### src/rtl/float_div_seq.sv
// rtl/float_div_seq.sv - sequential IEEE-754 single divider, restoring, one quotient bit per clock
module float_div_seq #(
  parameter int QBITS = 25
) (
  input  logic        clk,
  input  logic        rst_n,
  input  logic        EN,
  input  logic        start,
  input  logic [31:0] A,
  input  logic [31:0] B,
  output logic        busy,
  output logic        done,
  output logic [31:0] result,
  output logic        div_by_zero,
  output logic        invalid,
  output logic        overflow
);

  typedef enum logic [1:0] {IDLE, DIVIDE, NORM, DONE} state_t;

  localparam logic [31:0] QNAN     = 32'h7FC0_0000;
  localparam logic [4:0]  LAST_CNT = 5'(QBITS - 1);

  state_t             state_q;
  logic [24:0]        r_q;
  logic [23:0]        d_q;
  logic [24:0]        q_q;
  logic [4:0]         cnt_q;
  logic signed [9:0]  exp_q;
  logic               sign_q;
  logic               special_q;
  logic [31:0]        pend_res_q;
  logic               pend_inv_q;
  logic               pend_dbz_q;
  logic               pend_ovf_q;
  logic               busy_q;
  logic               done_q;
  logic [31:0]        result_q;
  logic               dbz_q;
  logic               inv_q;
  logic               ovf_q;

  // Operand classification; a zero exponent field (denormal) counts as zero.
  logic [7:0]  ea, eb;
  logic [22:0] fa, fb;
  logic        a_zero, a_inf, a_nan, b_zero, b_inf, b_nan, sign_in;

  assign ea      = A[30:23];
  assign eb      = B[30:23];
  assign fa      = A[22:0];
  assign fb      = B[22:0];
  assign a_zero  = (ea == 8'h00);
  assign b_zero  = (eb == 8'h00);
  assign a_inf   = (ea == 8'hFF) && (fa == '0);
  assign b_inf   = (eb == 8'hFF) && (fb == '0);
  assign a_nan   = (ea == 8'hFF) && (fa != '0);
  assign b_nan   = (eb == 8'hFF) && (fb != '0);
  assign sign_in = A[31] ^ B[31];

  logic        spec_hit;
  logic [31:0] spec_res;
  logic        spec_inv;
  logic        spec_dbz;

  always_comb begin
    spec_hit = 1'b1;
    spec_res = '0;
    spec_inv = 1'b0;
    spec_dbz = 1'b0;
    if (a_nan || b_nan || (a_zero && b_zero) || (a_inf && b_inf)) begin
      spec_res = QNAN;
      spec_inv = 1'b1;
    end else if (a_inf) begin
      spec_res = {sign_in, 8'hFF, 23'd0};
    end else if (b_inf) begin
      spec_res = {sign_in, 31'd0};
    end else if (b_zero) begin
      spec_res = {sign_in, 8'hFF, 23'd0};
      spec_dbz = 1'b1;
    end else if (a_zero) begin
      spec_res = {sign_in, 31'd0};
    end else begin
      spec_hit = 1'b0;
    end
  end

  // One restoring step; the partial remainder always stays below D, so the shift never loses a bit.
  logic        q_bit;
  logic [24:0] r_rem;
  logic [24:0] r_d;
  logic [24:0] q_d;

  always_comb begin
    q_bit = (r_q >= {1'b0, d_q});
    r_rem = q_bit ? (r_q - {1'b0, d_q}) : r_q;
    r_d   = r_rem << 1;
    q_d   = {q_q[23:0], q_bit};
  end

  logic signed [9:0] exp_n;
  logic [22:0]       mant_n;
  logic [31:0]       norm_res;
  logic              norm_ovf;

  always_comb begin
    if (q_q[24]) begin
      exp_n  = exp_q + 10'sd127;
      mant_n = q_q[23:1];
    end else begin
      exp_n  = exp_q + 10'sd126;
      mant_n = q_q[22:0];
    end
    norm_ovf = 1'b0;
    if (exp_n >= 10'sd255) begin
      norm_res = {sign_q, 8'hFF, 23'd0};
      norm_ovf = 1'b1;
    end else if (exp_n <= 10'sd0) begin
      norm_res = {sign_q, 31'd0};
    end else begin
      norm_res = {sign_q, exp_n[7:0], mant_n};
    end
  end

  // Special results pass through NORM untouched so both paths leave through DONE.
  always_ff @(posedge clk or negedge rst_n) begin
    if (!rst_n) begin
      state_q    <= IDLE;
      r_q        <= '0;
      d_q        <= '0;
      q_q        <= '0;
      cnt_q      <= '0;
      exp_q      <= '0;
      sign_q     <= 1'b0;
      special_q  <= 1'b0;
      pend_res_q <= '0;
      pend_inv_q <= 1'b0;
      pend_dbz_q <= 1'b0;
      pend_ovf_q <= 1'b0;
      busy_q     <= 1'b0;
      done_q     <= 1'b0;
      result_q   <= '0;
      dbz_q      <= 1'b0;
      inv_q      <= 1'b0;
      ovf_q      <= 1'b0;
    end else if (!EN) begin
      state_q    <= IDLE;
      r_q        <= '0;
      d_q        <= '0;
      q_q        <= '0;
      cnt_q      <= '0;
      exp_q      <= '0;
      sign_q     <= 1'b0;
      special_q  <= 1'b0;
      pend_res_q <= '0;
      pend_inv_q <= 1'b0;
      pend_dbz_q <= 1'b0;
      pend_ovf_q <= 1'b0;
      busy_q     <= 1'b0;
      done_q     <= 1'b0;
      result_q   <= '0;
      dbz_q      <= 1'b0;
      inv_q      <= 1'b0;
      ovf_q      <= 1'b0;
    end else begin
      done_q <= 1'b0;
      case (state_q)
        IDLE: begin
          if (start) begin
            busy_q     <= 1'b1;
            sign_q     <= sign_in;
            pend_ovf_q <= 1'b0;
            if (spec_hit) begin
              special_q  <= 1'b1;
              pend_res_q <= spec_res;
              pend_inv_q <= spec_inv;
              pend_dbz_q <= spec_dbz;
              state_q    <= NORM;
            end else begin
              special_q  <= 1'b0;
              pend_inv_q <= 1'b0;
              pend_dbz_q <= 1'b0;
              r_q        <= {1'b0, 1'b1, fa};
              d_q        <= {1'b1, fb};
              q_q        <= '0;
              cnt_q      <= '0;
              exp_q      <= $signed({2'b00, ea}) - $signed({2'b00, eb});
              state_q    <= DIVIDE;
            end
          end
        end
        DIVIDE: begin
          r_q   <= r_d;
          q_q   <= q_d;
          cnt_q <= cnt_q + 5'd1;
          if (cnt_q == LAST_CNT) begin
            state_q <= NORM;
          end
        end
        NORM: begin
          if (!special_q) begin
            pend_res_q <= norm_res;
            pend_ovf_q <= norm_ovf;
          end
          state_q <= DONE;
        end
        DONE: begin
          result_q <= pend_res_q;
          inv_q    <= pend_inv_q;
          dbz_q    <= pend_dbz_q;
          ovf_q    <= pend_ovf_q;
          done_q   <= 1'b1;
          busy_q   <= 1'b0;
          state_q  <= IDLE;
        end
        default: state_q <= IDLE;
      endcase
    end
  end

  assign busy        = busy_q;
  assign done        = done_q;
  assign result      = result_q;
  assign div_by_zero = dbz_q;
  assign invalid     = inv_q;
  assign overflow    = ovf_q;

endmodule

### config.mk
export PLATFORM = sky130hd
export DESIGN_NAME = float_div_seq
export DESIGN_NICKNAME = d
export VERILOG_FILES = /design/src/rtl/float_div_seq.sv
export SDC_FILE = /design/constraint.sdc
export NUM_CORES = 1
export LEC_CHECK = 0
export ABC_AREA = 0
export BUFFER_PORTS_ARGS = -buffer_cell sky130_fd_sc_hd__buf_2
export CORE_MARGIN = 1.5
export CORE_UTILIZATION = 56
export DETAILED_ROUTE_END_ITERATION = 16
export PLACE_DENSITY_LB_ADDON = 0.12
export SLEW_MARGIN = 20
export SYNTH_ARGS = -nofsm -noshare
export SYNTH_HDL_FRONTEND = slang
export SYNTH_SLANG_ARGS = --single-unit
export TNS_END_PERCENT = 5
### constraint.sdc
create_clock -name clk -period 5.5 [get_ports clk]
set_input_delay 0.55 -clock clk [delete_from_list [all_inputs] [get_ports clk]]
set_output_delay 0.55 -clock clk [all_outputs]
set_load 0.01 [all_outputs]
==> results of run 1 <==
[layout make-up]
class / count / area, sq um / share of cell area
multi-input combinational: 743 / 4870 / 0.458
sequential: 164 / 4100 / 0.386
timing repair buffer: 112 / 587 / 0.0552
clock buffer: 18 / 429 / 0.0404
tap: 220 / 275 / 0.0259
inverter: 54 / 203 / 0.0191
clock inverter: 14 / 160 / 0.0151
[synthesized netlist by cell type, drive strengths merged (18+ instances only)]
cell type / instances
clkbuf: 33
mux2i: 66
a21oi: 78
xor2: 18
xnor2: 20
inv: 53
dfrtp: 164
nand2: 149
buf: 19
ha: 41
a22o: 29
nor2: 76
o21ai: 78
[registers in the layout, indices dropped and copies added (netlist names), 2 cells and up]
name        flops
state_q         2
exp_q           9
d_q            24
cnt_q           5
q_q            25
r_q            25
pend_res_q     32
result         32
[how the worst max path moves through the flow]
stage | to | slack (ns) | cells past startpoint
2_1_floorplan | r_q[21] | 2.88 | 12
3_3_place_gp | r_q[24] | 1.98 | 9
3_5_place_dp | r_q[20] | 1.90 | 9
4_1_cts | r_q[20] | 1.86 | 9
5_1_grt | r_q[20] | 1.52 | 9
6_report | r_q[20] | 1.85 | 9
[per-stage QoR]
| stage | cell area [sq um] | total power (uW) | hold slack, ns |
|---|---|---|---|
| 2_1_floorplan | 9430 | 3880 | 0.254 |
| 6_report | 10600 | 5680 | 0.152 |
| 5_1_grt | 10600 | 6110 | 0.212 |
| 3_5_place_dp | 10000 | 4450 | 0.469 |
| 3_3_place_gp | 10000 | 4450 | 0.463 |
| 4_1_cts | 10600 | 5670 | 0.194 |
[cells by family (layout without fill, tap and decap cells)]
family,after synthesis,in the layout
flops,164,164
simple gates,314,314
xor+xnor,38,38
fa+ha+maj,43,43
mux,67,67
buf+inv,106,198
compound gates,281,281
[report_power, final]
group / switching (uW) / internal, uW
logic: 1840 / 1120
registers: 154 / 1370
clock network: 550 / 644
total: 2540 / 3130
[routing by layer]
metal	track usage	share of wire	routed length (um)
met5	0	0	0
met3	0.0418	0.046	1070
met4	0.0891	0.019	449
met2	0.440	0.46	10700
met1	0.391	0.47	10900
==> flow_metrics.tcl, run 1 <==
set metrics [dict create \
    synth_top_family_by_area "compound AO/OA/AOI/OAI gates" \
    coreArea_sq_um 16500 \
    via_per_inst 5.86 \
    cts_root_buf "clkbuf_16" \
    gr-total-overflow 0 \
    numCtsBuffers 17 \
    crit_top_cell "inv_1" \
    final_max_slew_viol_count 0 \
    cts_setup_buffers 0 \
    ys_ff_latch 164 \
    min_path_type "input pin to asynchronous set/reset pin" \
    reg2reg_from "state_q[1]" \
    clock_latency_ns 0.44 \
    grt_pass1_vias 7627 \
    area_growth_pct 12.7 \
    rr_worst_depth 9 \
    leakage_uw 0.00482 \
    cts_hold_buf 0 \
    die_h_um 133 \
    path_delay_family "simple AND/OR/NAND/NOR gates" \
    drc_errors 0 \
    firstDrtPassIters 5 \
    route.vias.total 7767 \
    gp_congestion 0.936 \
    finalHoldViolations 0 \
    crit_path_max_fanout 27 \
    worst_setup_path_start_kind "flip-flop" \
    arrival_ns 3.99 \
    r2r_slack_ns 1.85 \
    final_util 0.643 \
    ys.flop_type "dfrtp_1" \
    die_w_um 133 \
    start_util 0.571 \
    synth_fp_nets 1124 \
    wirelength_um 23100 \
    worstPathCellList "inv_1, ha_1, inv_1, nor2_1, a31o_2, nand3_1, nor3_1, a222oi_1, o31ai_1" \
    maxCapViolCount 0 \
    wl_per_cell_um 17.4 \
    syn_inst 1013 \
    final_cell_mix "164 x dfrtp_1, 146 x nand2_1, 103 x buf_2" \
    grt_pass1_wl_um 38700 \
    port_buffers 104 \
    fin_crit_ns 3.65 \
    clock_skew_ns 0.00973 \
    synthTopCellsByArea "dfrtp_1 44%, mux2i_1 7.0%, nand2_1 5.8%" \
    netlist_area_sq_um 9430 \
    synth_xor_xnor_area_share 0.0353 \
    post_cts_resized 0 \
    track_usage 0.276 \
    async_flop_share 1.00 \
    crit_type "flip-flop to flip-flop" \
    io_pins 105 \
    powerDensity_nw_per_um2 534 \
    cp.required_ns 5.84 \
    drtIter0Drc 479 \
    synth_edf_count 0 \
    rows 47 \
    diodes 0 \
    htree_num_levels 4 \
    path_clk_slew_ns 0.07 \
    hpwl_um 16400 \
    fmax_mhz 274 \
    drive_above_1_share 0.155 \
    fin_ws_ns 1.85 \
    ys_seq_area_frac 0.435 \
    antenna_left 0 \
    slowest_delay_ns 0.79 \
    layout.cells.non_filler 1325 \
    synth_adder_area_share 0.0587 \
    synth_mux_area_frac 0.0713 \
    layout.nets 1203 \
    setup_tns_ns 0 \
    fill_cells 1389 \
    setup_violations 0 \
    cts_max_path_buffers 2 \
    outcome "finished, final reports clean" \
    dp.cells 1293 \
    syn_avg_cell_area_sq_um 9.31 \
    end_kind "flip-flop" \
    crit_slowest_cell "ha_1" \
    vdd_drop_max_mv 0.387 \
    yosys_warnings 0 \
    grt_max_degree 83 \
    synth_top_cell_by_area "dfrtp_1" \
    ys_types 81 \
    synth_top_area_share 0.435 \
    die-area_sq_um 17600 \
    cts_tree "built" \
    crit_buf_inv 2 \
    maxSlewHeadroom 0.344 \
    synth-simple-area-share 0.152 \
    final_common_cell "dfrtp_1" \
    period_share 0.664 \
    pre_cts_slack_ns 1.90 \
    setup.worst_path.start "state_q[1]" \
    cts_sinks 164 \
    timing.rr.end "r_q[20]" \
    antenna_found_initial 0 \
    max_slew.worst_pin.slew_ns 0.983 \
    rsz0062_at_grt "false" \
    synth_compound_area_frac 0.198 \
]
No activity file was read; power rests on OpenSTA's default activity.
==> run 2, diff against run 1 <==
CORE_UTILIZATION = 54   (was 56)
clock period = 2.9 ns   (was 5.5 ns; I/O delays follow)
==> flow_metrics.tcl, run 2 (same netlist as run 1, synthesis figures left out) <==
set metrics [dict create \
    outcome "finished, final reports clean" \
    clock_skew_ns 0.0111 \
    min_path_type "input pin to flip-flop" \
    setup_violations 0 \
    die_w_um 135 \
    cts_root_buf "clkbuf_16" \
    leakage_uw 0.00505 \
    rows 48 \
    coreArea_sq_um 17200 \
    max_slew.worst_pin.slew_ns 0.680 \
    crit_path_max_fanout 3 \
    dr_wl_met2_um 11000 \
    slowest_delay_ns 0.39 \
    maxCapViolCount 0 \
    layout.nets 1247 \
    cts_max_path_buffers 2 \
    worstPathCellList "inv_1, ha_2, inv_1, fa_2, a211oi_2, o21ai_2, o2111a_2, o31a_1, o41ai_2, xnor2_1, nand2_1, a41oi_1" \
    worst_setup_path_start_kind "flip-flop" \
    final_max_slew_viol_count 0 \
    drc_errors 0 \
    grt_max_degree 62 \
    total_power_uw 11500 \
    hpwl_um 16800 \
    area_growth_pct 17.1 \
    gp_congestion 0.907 \
    cts_tree "built" \
    wl_met1_um 11100 \
    hold-path-cell-count 3 \
    die-area_sq_um 18300 \
    end_kind "flip-flop" \
    final_cell_mix "164 x dfrtp_1, 146 x nand2_1, 103 x buf_2" \
    htree_num_levels 4 \
    dr_wl_met3_um 1110 \
    wl_per_cell_um 17.2 \
    clock_latency_ns 0.43 \
    critical_path_cell_count 12 \
    gr-total-overflow 0 \
    cp.required_ns 3.24 \
    cts_sinks 164 \
    wirelength_um 23700 \
    fin_crit_ns 2.83 \
    final_common_cell "dfrtp_1" \
    path_delay_family "compound AO/OA/AOI/OAI gates" \
    firstDrtPassIters 5 \
    crit_slowest_cell "dfrtp_1" \
    fmax_mhz 354 \
    crit_top_cell "inv_1" \
    numCtsBuffers 17 \
    antenna_found_initial 0 \
    path_clk_slew_ns 0.07 \
    final_util 0.643 \
    crit_buf_inv 2 \
    arrival_ns 3.17 \
    rr_worst_depth 12 \
    drive_above_1_share 0.192 \
    crit_type "flip-flop to flip-flop" \
    port_buffers 104 \
    antenna_left 0 \
    powerDensity_nw_per_um2 1040 \
    start_util 0.549 \
    io_pins 105 \
    vdd_drop_max_mv 0.639 \
    track_usage 0.267 \
    rsz0062_at_grt "true" \
    route.vias.total 8001 \
    grt_pass1_wl_um 38700 \
    maxSlewHeadroom 0.547 \
    diodes 0 \
    via_per_inst 5.82 \
    grt_pass1_vias 7551 \
    hold_ws_ns 0.0997 \
    finalHoldViolations 0 \
    drtIter0Drc 558 \
    period_share 0.975 \
    die_h_um 135 \
    dr.max_layer_used "met4" \
]
## run 2: area by class of cell
class | instances | area [sq um]
Clock buffer | 20 | 447
Clock inverter | 12 | 119
Fill cell | 1507 | 6130
Inverter | 54 | 203
Multi-Input combinational cell | 743 | 4910
Sequential cell | 164 | 4100
Tap cell | 225 | 282
Timing Repair Buffer | 156 | 982
## run 2: final timing paths
path	from	to	slack, ns
min in group asynchronous	rst_n	exp_q[3]	0.40
max	r_q[0]	r_q[21]	0.07
min reg2reg	pend_res_q[17]	pend_res_q[17]	0.48
max reg2reg	r_q[0]	r_q[21]	0.07
max in group asynchronous	rst_n	result[26]	1.75
min	B[11]	d_q[11]	0.1
## run 2: worst register-to-register path, delay by kind of cell, from the launching register on
kind | cells | cell delay (ns)
DFF | 1 | 0.39
buffers and inverters | 2 | 0.12
adders and majority gates | 2 | 0.52
xor gates and xnor gates | 1 | 0.16
AOI/OAI and AO/OA | 6 | 1.49
and+or+nand+nor | 1 | 0.07
## run 2: report_power, final
part / internal, uW / leakage, uW / switching (uW)
logic: 2710 / 0.00252 / 3700
clock network: 1220 / 0.000274 / 977
registers: 2590 / 0.00226 / 275
total: 6520 / 0.00505 / 4950
## run 2: repair_timing
item / in CTS / in global routing
endpoints found under the hold margin: 51 / 0
endpoints found under the setup margin: 0 / 14
setup buffers: 0 / 4
hold buffers: 1 / 0
resized for setup: 0 / 10
## run 2: metal layers
layer / track usage / vias to the layer above
met5: 0 / -
met3: 0.0348 / 34
met4: 0.0771 / 0
li1: - / 3857
met2: 0.433 / 217
met1: 0.377 / 3893
## run 2: metrics by stage
stage	cells	area, sq um	setup TNS, ns	setup slack (ns)
after floorplan	1013	9430	0	0.278
after global placement	1337	10400	-2.29	-0.267
after detailed placement	1337	10400	-2.56	-0.321
after CTS	1370	11000	0	0.0473
after global routing	1374	11000	-0.0310	-0.0310
final	1374	11000	0	0.0725
